## config.mk

```make
export PLATFORM = sky130hd
export DESIGN_NAME = multicycle_controller_flat
export DESIGN_NICKNAME = d
export VERILOG_FILES = /design/src/rtl/multicycle_controller_pkg.sv /design/src/rtl/multicycle_controller_if.sv /design/src/rtl/multicycle_controller_branch_cond.sv /design/src/rtl/multicycle_controller.sv /design/src/flat_wrapper.sv
export SDC_FILE = /design/constraint.sdc
export NUM_CORES = 1
export LEC_CHECK = 0
export BUFFER_PORTS_ARGS = -buffer_cell sky130_fd_sc_hd__buf_4
export CORE_UTILIZATION = 43
export CTS_CLUSTER_SIZE = 12
export DETAILED_ROUTE_END_ITERATION = 10
export GPL_ROUTABILITY_DRIVEN = 0
export GPL_TIMING_DRIVEN = 0
export HOLD_SLACK_MARGIN = 0.03
export PLACE_DENSITY = 0.82
export SYNTH_ARGS = -nofsm -noshare
export SYNTH_HDL_FRONTEND = slang
export SYNTH_SLANG_ARGS = --single-unit
```

## constraint.sdc

```tcl
create_clock -name clk -period 1.6 [get_ports clk]
set_clock_uncertainty 0.2 [all_clocks]
set_input_delay 0.32 -clock clk [delete_from_list [all_inputs] [get_ports clk]]
set_output_delay 0.32 -clock clk [all_outputs]
set_load 0.05 [all_outputs]
```

## src/rtl/multicycle_controller_pkg.sv

```systemverilog
// Package for the multicycle RV32I control FSM.
// Contents: the FSM state encoding, the base opcode constants, the mux-select
// and ALUOp encodings driven towards the datapath, the funct3 codes used by
// the branch comparator, and a helper that flags reserved branch funct3 values.
package riscv_ctrl_pkg;

  // Controller states. The 4-bit encoding is exposed on the debug port.
  typedef enum logic [3:0] {
    S_FETCH    = 4'd0,
    S_DECODE   = 4'd1,
    S_MEMADR   = 4'd2,
    S_MEMREAD  = 4'd3,
    S_MEMWB    = 4'd4,
    S_MEMWRITE = 4'd5,
    S_EXECR    = 4'd6,
    S_EXECI    = 4'd7,
    S_ALUWB    = 4'd8,
    S_JAL      = 4'd9,
    S_BRANCH   = 4'd10,
    S_UPPER    = 4'd11,
    S_TRAP     = 4'd12
  } state_t;

  // Base opcodes (IR[6:0])
  localparam logic [6:0] OP_LOAD   = 7'b0000011;
  localparam logic [6:0] OP_STORE  = 7'b0100011;
  localparam logic [6:0] OP_RTYPE  = 7'b0110011;
  localparam logic [6:0] OP_ITYPE  = 7'b0010011;
  localparam logic [6:0] OP_BRANCH = 7'b1100011;
  localparam logic [6:0] OP_JAL    = 7'b1101111;
  localparam logic [6:0] OP_LUI    = 7'b0110111;
  localparam logic [6:0] OP_AUIPC  = 7'b0010111;

  // Result mux
  localparam logic [1:0] RES_ALUOUT    = 2'b00;
  localparam logic [1:0] RES_DATA      = 2'b01;
  localparam logic [1:0] RES_ALURESULT = 2'b10;

  // ALU A mux
  localparam logic [1:0] SRCA_PC    = 2'b00;
  localparam logic [1:0] SRCA_OLDPC = 2'b01;
  localparam logic [1:0] SRCA_RD1   = 2'b10;
  localparam logic [1:0] SRCA_ZERO  = 2'b11;

  // ALU B mux
  localparam logic [1:0] SRCB_RD2  = 2'b00;
  localparam logic [1:0] SRCB_IMM  = 2'b01;
  localparam logic [1:0] SRCB_FOUR = 2'b10;

  // Immediate format
  localparam logic [2:0] IMM_I = 3'b000;
  localparam logic [2:0] IMM_S = 3'b001;
  localparam logic [2:0] IMM_B = 3'b010;
  localparam logic [2:0] IMM_J = 3'b011;
  localparam logic [2:0] IMM_U = 3'b100;

  // ALUOp towards the ALU decoder
  localparam logic [1:0] ALUOP_ADD   = 2'b00;
  localparam logic [1:0] ALUOP_SUB   = 2'b01;
  localparam logic [1:0] ALUOP_FUNCT = 2'b10;

  // Branch funct3 codes
  localparam logic [2:0] F3_BEQ  = 3'b000;
  localparam logic [2:0] F3_BNE  = 3'b001;
  localparam logic [2:0] F3_BLT  = 3'b100;
  localparam logic [2:0] F3_BGE  = 3'b101;
  localparam logic [2:0] F3_BLTU = 3'b110;
  localparam logic [2:0] F3_BGEU = 3'b111;

  // funct3 010 and 011 are reserved in the branch opcode space.
  function automatic logic branch_f3_legal(input logic [2:0] f3);
    return !(f3 == 3'b010 || f3 == 3'b011);
  endfunction

endpackage

```

## src/rtl/multicycle_controller_if.sv

```systemverilog
// Bundle between the multicycle controller and the datapath / memory port.
// master: controller side (takes IR fields, ALU flags and MemReady; drives
//         enables and mux selects).
// slave : datapath side (the reverse).
//
// Memory handshake: MemReq is the request valid, MemReady the completion.
// A request stays asserted, with address select stable, until the cycle in
// which MemReady=1; that cycle is the only one in which the access takes
// effect (IRWrite/PCWrite in fetch, MemWrite in a store). MemWrite is only
// ever high together with MemReq.
interface multicycle_controller_if;
  logic [6:0] op;
  logic [2:0] funct3;
  logic       Zero;
  logic       Lt;
  logic       Ltu;
  logic       MemReady;

  logic       PCWrite;
  logic       AdrSrc;
  logic       MemReq;
  logic       MemWrite;
  logic       IRWrite;
  logic       RegWrite;
  logic [1:0] ResultSrc;
  logic [1:0] ALUSrcA;
  logic [1:0] ALUSrcB;
  logic [2:0] ImmSrc;
  logic [1:0] ALUOp;
  logic       InstrDone;
  logic       IllegalInstr;

  modport master (
    input  op, funct3, Zero, Lt, Ltu, MemReady,
    output PCWrite, AdrSrc, MemReq, MemWrite, IRWrite, RegWrite,
           ResultSrc, ALUSrcA, ALUSrcB, ImmSrc, ALUOp, InstrDone, IllegalInstr
  );

  modport slave (
    output op, funct3, Zero, Lt, Ltu, MemReady,
    input  PCWrite, AdrSrc, MemReq, MemWrite, IRWrite, RegWrite,
           ResultSrc, ALUSrcA, ALUSrcB, ImmSrc, ALUOp, InstrDone, IllegalInstr
  );
endinterface

```

## src/rtl/multicycle_controller_branch_cond.sv

```systemverilog
// Branch condition evaluator, purely combinational.
// Ports: funct3 (branch kind), Zero/Lt/Ltu (ALU flags from the compare),
//        taken (1 = branch condition holds). Reserved funct3 values give 0.
module branch_cond
  import riscv_ctrl_pkg::*;
(
  input  logic [2:0] funct3,
  input  logic       Zero,
  input  logic       Lt,
  input  logic       Ltu,
  output logic       taken
);

  always_comb begin
    taken = 1'b0;
    case (funct3)
      F3_BEQ:  taken = Zero;
      F3_BNE:  taken = !Zero;
      F3_BLT:  taken = Lt;
      F3_BGE:  taken = !Lt;
      F3_BLTU: taken = Ltu;
      F3_BGEU: taken = !Ltu;
      default: taken = 1'b0;
    endcase
  end

endmodule

```

## src/rtl/multicycle_controller.sv

```systemverilog
// Control FSM of the multicycle RV32I core.
// Sequences fetch / decode / execute / memory / writeback and drives the
// datapath enables and mux selects for each state. ALU function decode is
// left to the external ALU decoder, fed through ALUOp.
//
// Parameters:
//   MEM_HANDSHAKE 1: memory states wait for MemReady; 0: MemReady ignored.
//   UPPER_EN      1: lui/auipc supported; 0: they decode as illegal.
//   TRAP_EN       1: illegal decode parks in TRAP until reset;
//                 0: illegal decode drops back to FETCH without retiring.
// Ports:
//   clk        rising-edge clock
//   reset      asynchronous, active-high; returns the FSM to FETCH
//   bus        controller side of multicycle_controller_if
//   dbg_state  current FSM state
module multicycle_controller
  import riscv_ctrl_pkg::*;
#(
  parameter bit MEM_HANDSHAKE = 1'b1,
  parameter bit UPPER_EN      = 1'b1,
  parameter bit TRAP_EN       = 1'b1
) (
  input  logic                    clk,
  input  logic                    reset,
  multicycle_controller_if.master bus,
  output state_t                  dbg_state
);

  state_t     state;
  state_t     decode_next;
  logic       ready;
  logic       taken;

  logic       pc_write;
  logic       adr_src;
  logic       mem_req;
  logic       mem_write;
  logic       ir_write;
  logic       reg_write;
  logic       instr_done;
  logic       illegal;
  logic [1:0] result_src;
  logic [1:0] alu_src_a;
  logic [1:0] alu_src_b;
  logic [2:0] imm_src;
  logic [1:0] alu_op;

  // Without the handshake every memory state completes in one cycle.
  assign ready = MEM_HANDSHAKE ? bus.MemReady : 1'b1;

  branch_cond u_branch_cond (
    .funct3 (bus.funct3),
    .Zero   (bus.Zero),
    .Lt     (bus.Lt),
    .Ltu    (bus.Ltu),
    .taken  (taken)
  );

  // Successor of DECODE, selected by the freshly loaded opcode.
  always_comb begin
    decode_next = TRAP_EN ? S_TRAP : S_FETCH;
    case (bus.op)
      OP_LOAD, OP_STORE: decode_next = S_MEMADR;
      OP_RTYPE:          decode_next = S_EXECR;
      OP_ITYPE:          decode_next = S_EXECI;
      OP_BRANCH: begin
        if (branch_f3_legal(bus.funct3)) decode_next = S_BRANCH;
      end
      OP_JAL:            decode_next = S_JAL;
      OP_LUI, OP_AUIPC: begin
        if (UPPER_EN) decode_next = S_UPPER;
      end
      default: ;
    endcase
  end

  always_ff @(posedge clk or posedge reset) begin
    if (reset) begin
      state <= S_FETCH;
    end else begin
      case (state)
        S_FETCH:    if (ready) state <= S_DECODE;
        S_DECODE:   state <= decode_next;
        S_MEMADR:   state <= bus.op[5] ? S_MEMWRITE : S_MEMREAD;
        S_MEMREAD:  if (ready) state <= S_MEMWB;
        S_MEMWB:    state <= S_FETCH;
        S_MEMWRITE: if (ready) state <= S_FETCH;
        S_EXECR:    state <= S_ALUWB;
        S_EXECI:    state <= S_ALUWB;
        S_ALUWB:    state <= S_FETCH;
        S_JAL:      state <= S_ALUWB;
        S_BRANCH:   state <= S_FETCH;
        S_UPPER:    state <= S_ALUWB;
        S_TRAP:     state <= S_TRAP;
        default:    state <= S_FETCH;
      endcase
    end
  end

  // Per-state control word. Strobes that complete a memory access follow
  // ready so they fire exactly once, in the completing cycle.
  always_comb begin
    pc_write   = 1'b0;
    adr_src    = 1'b0;
    mem_req    = 1'b0;
    mem_write  = 1'b0;
    ir_write   = 1'b0;
    reg_write  = 1'b0;
    instr_done = 1'b0;
    illegal    = 1'b0;
    result_src = RES_ALUOUT;
    alu_src_a  = SRCA_PC;
    alu_src_b  = SRCB_RD2;
    imm_src    = IMM_I;
    alu_op     = ALUOP_ADD;
    case (state)
      S_FETCH: begin
        mem_req    = 1'b1;
        alu_src_b  = SRCB_FOUR;
        result_src = RES_ALURESULT;
        ir_write   = ready;
        pc_write   = ready;
      end
      S_DECODE: begin
        // Branch/jump target is computed here and held in ALUOut.
        alu_src_a = SRCA_OLDPC;
        alu_src_b = SRCB_IMM;
        imm_src   = (bus.op == OP_JAL) ? IMM_J : IMM_B;
      end
      S_MEMADR: begin
        alu_src_a = SRCA_RD1;
        alu_src_b = SRCB_IMM;
        imm_src   = bus.op[5] ? IMM_S : IMM_I;
      end
      S_MEMREAD: begin
        adr_src = 1'b1;
        mem_req = 1'b1;
      end
      S_MEMWB: begin
        result_src = RES_DATA;
        reg_write  = 1'b1;
        instr_done = 1'b1;
      end
      S_MEMWRITE: begin
        adr_src    = 1'b1;
        mem_req    = 1'b1;
        mem_write  = ready;
        instr_done = ready;
      end
      S_EXECR: begin
        alu_src_a = SRCA_RD1;
        alu_src_b = SRCB_RD2;
        alu_op    = ALUOP_FUNCT;
      end
      S_EXECI: begin
        alu_src_a = SRCA_RD1;
        alu_src_b = SRCB_IMM;
        imm_src   = IMM_I;
        alu_op    = ALUOP_FUNCT;
      end
      S_ALUWB: begin
        reg_write  = 1'b1;
        instr_done = 1'b1;
      end
      S_JAL: begin
        // PC <= target from ALUOut while the ALU forms OldPC+4 for rd.
        alu_src_a = SRCA_OLDPC;
        alu_src_b = SRCB_FOUR;
        pc_write  = 1'b1;
      end
      S_BRANCH: begin
        alu_src_a  = SRCA_RD1;
        alu_src_b  = SRCB_RD2;
        alu_op     = ALUOP_SUB;
        pc_write   = taken;
        instr_done = 1'b1;
      end
      S_UPPER: begin
        // lui adds to zero, auipc adds to the instruction's own PC.
        alu_src_a = bus.op[5] ? SRCA_ZERO : SRCA_OLDPC;
        alu_src_b = SRCB_IMM;
        imm_src   = IMM_U;
      end
      S_TRAP: begin
        illegal = 1'b1;
      end
      default: ;
    endcase
  end

  // Enables are masked directly by reset so an access cut short by reset
  // cannot complete, without waiting for a clock edge.
  assign bus.PCWrite      = pc_write   & ~reset;
  assign bus.MemReq       = mem_req    & ~reset;
  assign bus.MemWrite     = mem_write  & ~reset;
  assign bus.IRWrite      = ir_write   & ~reset;
  assign bus.RegWrite     = reg_write  & ~reset;
  assign bus.InstrDone    = instr_done & ~reset;
  assign bus.IllegalInstr = illegal    & ~reset;
  assign bus.AdrSrc       = adr_src;
  assign bus.ResultSrc    = result_src;
  assign bus.ALUSrcA      = alu_src_a;
  assign bus.ALUSrcB      = alu_src_b;
  assign bus.ImmSrc       = imm_src;
  assign bus.ALUOp        = alu_op;

  assign dbg_state = state;

endmodule

```

## src/flat_wrapper.sv

```systemverilog
// flat-port wrapper written by rule: the top's interface ports become plain ports
module multicycle_controller_flat import riscv_ctrl_pkg::*;
#(
  parameter bit MEM_HANDSHAKE = 1'b1,
  parameter bit UPPER_EN      = 1'b1,
  parameter bit TRAP_EN       = 1'b1
)
  (clk, reset, dbg_state, bus_op, bus_funct3, bus_Zero, bus_Lt, bus_Ltu, bus_MemReady, bus_PCWrite, bus_AdrSrc, bus_MemReq, bus_MemWrite, bus_IRWrite, bus_RegWrite, bus_ResultSrc, bus_ALUSrcA, bus_ALUSrcB, bus_ImmSrc, bus_ALUOp, bus_InstrDone, bus_IllegalInstr);
  multicycle_controller_if bus_i ();
  input  logic clk;
  input  logic reset;
  output state_t dbg_state;
  input wire logic [$bits(bus_i.op)-1:0] bus_op;
  input wire logic [$bits(bus_i.funct3)-1:0] bus_funct3;
  input wire logic [$bits(bus_i.Zero)-1:0] bus_Zero;
  input wire logic [$bits(bus_i.Lt)-1:0] bus_Lt;
  input wire logic [$bits(bus_i.Ltu)-1:0] bus_Ltu;
  input wire logic [$bits(bus_i.MemReady)-1:0] bus_MemReady;
  output wire logic [$bits(bus_i.PCWrite)-1:0] bus_PCWrite;
  output wire logic [$bits(bus_i.AdrSrc)-1:0] bus_AdrSrc;
  output wire logic [$bits(bus_i.MemReq)-1:0] bus_MemReq;
  output wire logic [$bits(bus_i.MemWrite)-1:0] bus_MemWrite;
  output wire logic [$bits(bus_i.IRWrite)-1:0] bus_IRWrite;
  output wire logic [$bits(bus_i.RegWrite)-1:0] bus_RegWrite;
  output wire logic [$bits(bus_i.ResultSrc)-1:0] bus_ResultSrc;
  output wire logic [$bits(bus_i.ALUSrcA)-1:0] bus_ALUSrcA;
  output wire logic [$bits(bus_i.ALUSrcB)-1:0] bus_ALUSrcB;
  output wire logic [$bits(bus_i.ImmSrc)-1:0] bus_ImmSrc;
  output wire logic [$bits(bus_i.ALUOp)-1:0] bus_ALUOp;
  output wire logic [$bits(bus_i.InstrDone)-1:0] bus_InstrDone;
  output wire logic [$bits(bus_i.IllegalInstr)-1:0] bus_IllegalInstr;
  assign bus_i.op = bus_op;
  assign bus_i.funct3 = bus_funct3;
  assign bus_i.Zero = bus_Zero;
  assign bus_i.Lt = bus_Lt;
  assign bus_i.Ltu = bus_Ltu;
  assign bus_i.MemReady = bus_MemReady;
  assign bus_PCWrite = bus_i.PCWrite;
  assign bus_AdrSrc = bus_i.AdrSrc;
  assign bus_MemReq = bus_i.MemReq;
  assign bus_MemWrite = bus_i.MemWrite;
  assign bus_IRWrite = bus_i.IRWrite;
  assign bus_RegWrite = bus_i.RegWrite;
  assign bus_ResultSrc = bus_i.ResultSrc;
  assign bus_ALUSrcA = bus_i.ALUSrcA;
  assign bus_ALUSrcB = bus_i.ALUSrcB;
  assign bus_ImmSrc = bus_i.ImmSrc;
  assign bus_ALUOp = bus_i.ALUOp;
  assign bus_InstrDone = bus_i.InstrDone;
  assign bus_IllegalInstr = bus_i.IllegalInstr;
  multicycle_controller #(.MEM_HANDSHAKE(MEM_HANDSHAKE), .UPPER_EN(UPPER_EN), .TRAP_EN(TRAP_EN)) u_core (.clk(clk), .reset(reset), .bus(bus_i), .dbg_state(dbg_state));
endmodule
```

==> qor.yml, run 1 <==
yosys:
  synth_edf_count: 0
  yosysWarnings: 0
  syn_inst: 105
  syn-num-nets: 121
  synth_cell_types: 43
  syn-mean-instance-area_um2: 6.72
  seq_area_frac_synth_pct: 14.2
  yosys_most_used_dff: "dfrtp_1"
  synth_area_um2: 706
  ys_seq_elements: 4
  async_flop_share_pct: 100
floorplan:
  rows: 14
  fp.dieH_um: 42.5
  die_w_um: 42.5
  start_util_pct: 46.3
  io_pins: 39
placed_design:
  numPortBuffers: 36
  post-dp-hpwl_um: 1890
  place_inst: 157
clock_network:
  cts_inserted_buffers: 3
  ctsHoldBuffers: 1
  post-cts-setup-buffers: 17
  cts_buffer_depth: 2
  cts_root_buffer: "clkbuf_4"
  cts_num_sinks: 4
  cts_resized: 55
  htreeDepth: 1
outcome:
  status: "stopped before the end"
  stop_stage: "clock tree synthesis"
  error_line: "[ERROR DPL-0038] Utilization greater than 100%, impossible to legalize"
## kinds of logic after synthesis
kind of cell           count (synthesis)  share of synthesized area [%]
AND/OR/NAND/NOR                       56                           45.0
AO/OA/AOI/OAI                         25                           24.5
buffers and inverters                 15                           9.75
flip-flops                             4                           14.2
XOR/XNOR                               3                           3.72
multiplexers                           2                           2.84
## cell usage after synthesis (2+ instances only)
cell / instances / area (um2)
a21oi_1: 6 / 30.0
and4b_1: 2 / 20.0
buf_1: 2 / 7.51
buf_2: 4 / 20.0
clkbuf_1: 3 / 11.3
dfrtp_1: 4 / 100
inv_1: 4 / 15.0
mux2i_1: 2 / 20.0
nand2_1: 7 / 26.3
nand2b_1: 3 / 18.8
nand3_1: 2 / 10.0
nor2_1: 14 / 52.6
nor2b_1: 7 / 43.8
nor3_1: 4 / 20.0
nor3b_1: 3 / 22.5
nor4_1: 5 / 31.3
o21ai_0: 4 / 20.0
o21ai_1: 2 / 10.0
o41ai_1: 2 / 17.5
xnor2_1: 2 / 17.5
## stage by stage
stage	instance area, um2	hold WS (ns)	worst slack, ns
floorplan	986	-0.0979	-0.595
global placement	1280	0.130	-0.412
detailed placement	1280	0.141	-0.451
==> run 2, diff against run 1 <==
--- a/config.mk
+++ b/config.mk
@@ -6,13 +6,12 @@
 export NUM_CORES = 1
 export LEC_CHECK = 0
 export BUFFER_PORTS_ARGS = -buffer_cell sky130_fd_sc_hd__buf_4
-export CORE_UTILIZATION = 43
-export CTS_CLUSTER_SIZE = 12
+export CORE_AREA = 2 2 63 65
 export DETAILED_ROUTE_END_ITERATION = 10
+export DIE_AREA = 0 0 65 67
 export GPL_ROUTABILITY_DRIVEN = 0
 export GPL_TIMING_DRIVEN = 0
-export HOLD_SLACK_MARGIN = 0.03
-export PLACE_DENSITY = 0.82
+export PLACE_DENSITY_LB_ADDON = 0.15
 export SYNTH_ARGS = -nofsm -noshare
 export SYNTH_HDL_FRONTEND = slang
 export SYNTH_SLANG_ARGS = --single-unit
==> run 2 against run 1 <==
  * The flow now finishes, with violations (negative setup slack)
  * Synthesized cell count is the same
  * Area after synthesis unchanged
==> qor.yml, run 2 <==
floorplan:
  rows: 22
  die_w_um: 65
  io_pins: 39
  dieArea_um2: 4360
  start_util_pct: 19.6
  coreArea_um2: 3610
  fp.dieH_um: 67
global_route:
  grt_first_pass_wirelength_um: 4830
  antenna_found_initial: 0
  grt_overflow: 0
  grt_max_degree: 11
  grt_util_all_layers_pct: 14.3
  grt_pass1_vias: 1003
critical_path:
  critPathSlowestCell: "dfrtp_2"
  start_kind: "flop"
  critPathArrivalTime_ns: 1.55
  critPathMaxStageDelay_ns: 0.40
  cp.required_ns: 1.08
  critical_path.max_fanout: 6
  timing.critical_path.cells: "buf_8, and2b_4, nor2_4, a21oi_2, a22o_2, buf_8"
  cp.buffers_inverters: 2
  end_kind: "output pin"
  critical_path_class: "reg -> out"
  cp_common_cell: "buf_8"
  cp_top_family: "flip-flops"
  reg2reg_slack_ns: -0.09
placed_design:
  dpl_cell_area_um2: 1320
  post-dp-hpwl_um: 2040
  numPortBuffers: 36
yosys:
  syn_inst: 105
  ys_top_cells_by_count: "nor2_1 (14), nand2_1 (7), nor2b_1 (7)"
  yosys_most_used_dff: "dfrtp_1"
  synth_edf_count: 0
  ys_seq_elements: 4
  yosysTopAreaCell: "dfrtp_1"
  syn-mean-instance-area_um2: 6.72
  seq_area_frac_synth_pct: 14.2
  netlist_top_cells_area: "dfrtp_1 (14%), nor2_1 (7.4%), nor2b_1 (6.2%)"
  yosysWarnings: 0
  synth_cell_types: 43
  syn-num-nets: 121
  synth_top_area_share_pct: 14.2
  synth_area_um2: 706
  async_flop_share_pct: 100
  synth.most_common_cell: "nor2_1"
clock_network:
  clock_latency_ns: 0.23
  cts_buffer_depth: 2
  cts_num_sinks: 4
  htreeDepth: 1
  cts_tree: "done"
  cts_root_buffer: "clkbuf_8"
  cts_inserted_buffers: 3
  path_clk_slew_ns: 0.03
final_layout:
  layout-drive-gt1-share_pct: 72.8
  final_common_cell: "buf_4"
  layout_common_cells: "buf_4 (29), buf_6 (28), buf_8 (10)"
  areaGrowthSynthToFinish_pct: 160
  fillers: 335
  finalInstanceArea_um2: 1830
  nets: 187
  largest_register_ffs: 4
  diodes: 0
job:
  drv_cap: 0
sta:
  min_period_over_period_pct: 129
  worst_pin_slew_ns: 0.445
  setup_viol: 22
  min_period_ns: 2.07
  fin_ws_ns: -0.469
  slew_violations: 0
  rsz0062_at_grt: "true"
  hold_viol: 0
  max_freq_mhz: 483
  slew-limit-headroom_pct: 70.1
  finalSetupTns_ns: -7.26
pwr:
  p_per_area_nw_per_um2: 1780
  p_leak_nw: 0.751
  ir_drop_mv: 0.513
routing:
  drt_iter0_markers: 35
  detail-route-antenna-nets: 0
  wirelength_um: 3150
  dr.pass1.iters: 4
  wl_per_cell_um: 14.5
  via_per_inst: 4.87
  drc: 0
  vias: 1056
outcome:
  violations: "negative setup slack"
  status: "finished, violations left"
min_path:
  worstHoldPathType: "in -> reg"
[run 2: logic make-up (layout without fill, tap and decap cells)]
logic type / count (synthesis) / count (layout) / share of synthesized area (%)
compound gates: 25 / 25 / 24.5
xor+xnor: 3 / 3 / 3.72
buf+inv: 15 / 79 / 9.75
flops: 4 / 4 / 14.2
mux: 2 / 2 / 2.84
simple gates: 56 / 56 / 45.0
[run 2: routing by layer]
| metal | vias up | global-route usage [%] | share of wire, % |
|---|---|---|---|
| met5 | - | 0 | 0 |
| met4 | 0 | 3.72 | 1.2 |
| met3 | 5 | 1.86 | 4.2 |
| met2 | 31 | 24.2 | 48 |
| met1 | 508 | 19.0 | 47 |
| li1 | 512 | - | - |
[run 2: stage by stage]
step	hold WS, ns	power (mW)	setup WS (ns)	std cells	utilization [%]
final	0.244	3.27	-0.469	217	50.8
after global routing	0.256	3.41	-0.507	217	50.8
after CTS	0.260	2.97	-0.475	210	46.4
after detailed placement	0.152	2.21	-0.444	189	36.5
after global placement	0.144	2.20	-0.432	189	36.5
after floorplan	-0.0979	1.76	-0.595	105	-
[run 2: cell type report]
cell class / count / area, um2 / share of cell area (%)
tap: 48 / 60.1 / 3.28
clock buffer: 3 / 41.3 / 2.25
timing repair buffer: 62 / 614 / 33.5
inverter: 5 / 21.3 / 1.16
sequential: 4 / 108 / 5.87
multi-input combinational: 86 / 855 / 46.7
buffer: 9 / 133 / 7.24
[run 2: tightest hold or removal path, stage by stage]
cell     delay (ns)
buf_6          0.10
nor3_1         0.06
nand3_2        0.08
o41ai_2        0.06
[run 2: worst paths after layout]
kind | endpoint | from | cells after the start
setup / recovery | bus_ALUSrcB[0] | u_core.dbg_state[2]$_DFFE_PP0P_ | 6
hold / removal | u_core.dbg_state[1]$_DFFE_PP0P_ | bus_op[3] | 4
setup reg to reg | u_core.dbg_state[2]$_DFFE_PP0P_ | u_core.dbg_state[0]$_DFFE_PP0P_ | 7
hold reg to reg | u_core.dbg_state[0]$_DFFE_PP0P_ | u_core.dbg_state[3]$_DFFE_PP0P_ | 3
max in group asynchronous | u_core.dbg_state[2]$_DFFE_PP0P_ | reset | 3
min in group asynchronous | u_core.dbg_state[0]$_DFFE_PP0P_ | reset | 3
[run 2: power by group]
| group | switching (mW) | internal [mW] |
|---|---|---|
| combinational | 1.51 | 1.33 |
| sequential | 0.0685 | 0.147 |
| clock | 0.0596 | 0.161 |
[run 2: timing repair]
| item | CTS | global route |
|---|---|---|
| resized for setup | 43 | 31 |
| pin swaps | 12 | 8 |
| setup buffers | 16 | 8 |
| cloned | 1 | 0 |
| hold endpoints to repair | 4 | 0 |
| hold buffers | 1 | 0 |
| setup endpoints to repair | 19 | 22 |
Note: power is estimated with default switching activity, not from simulation.
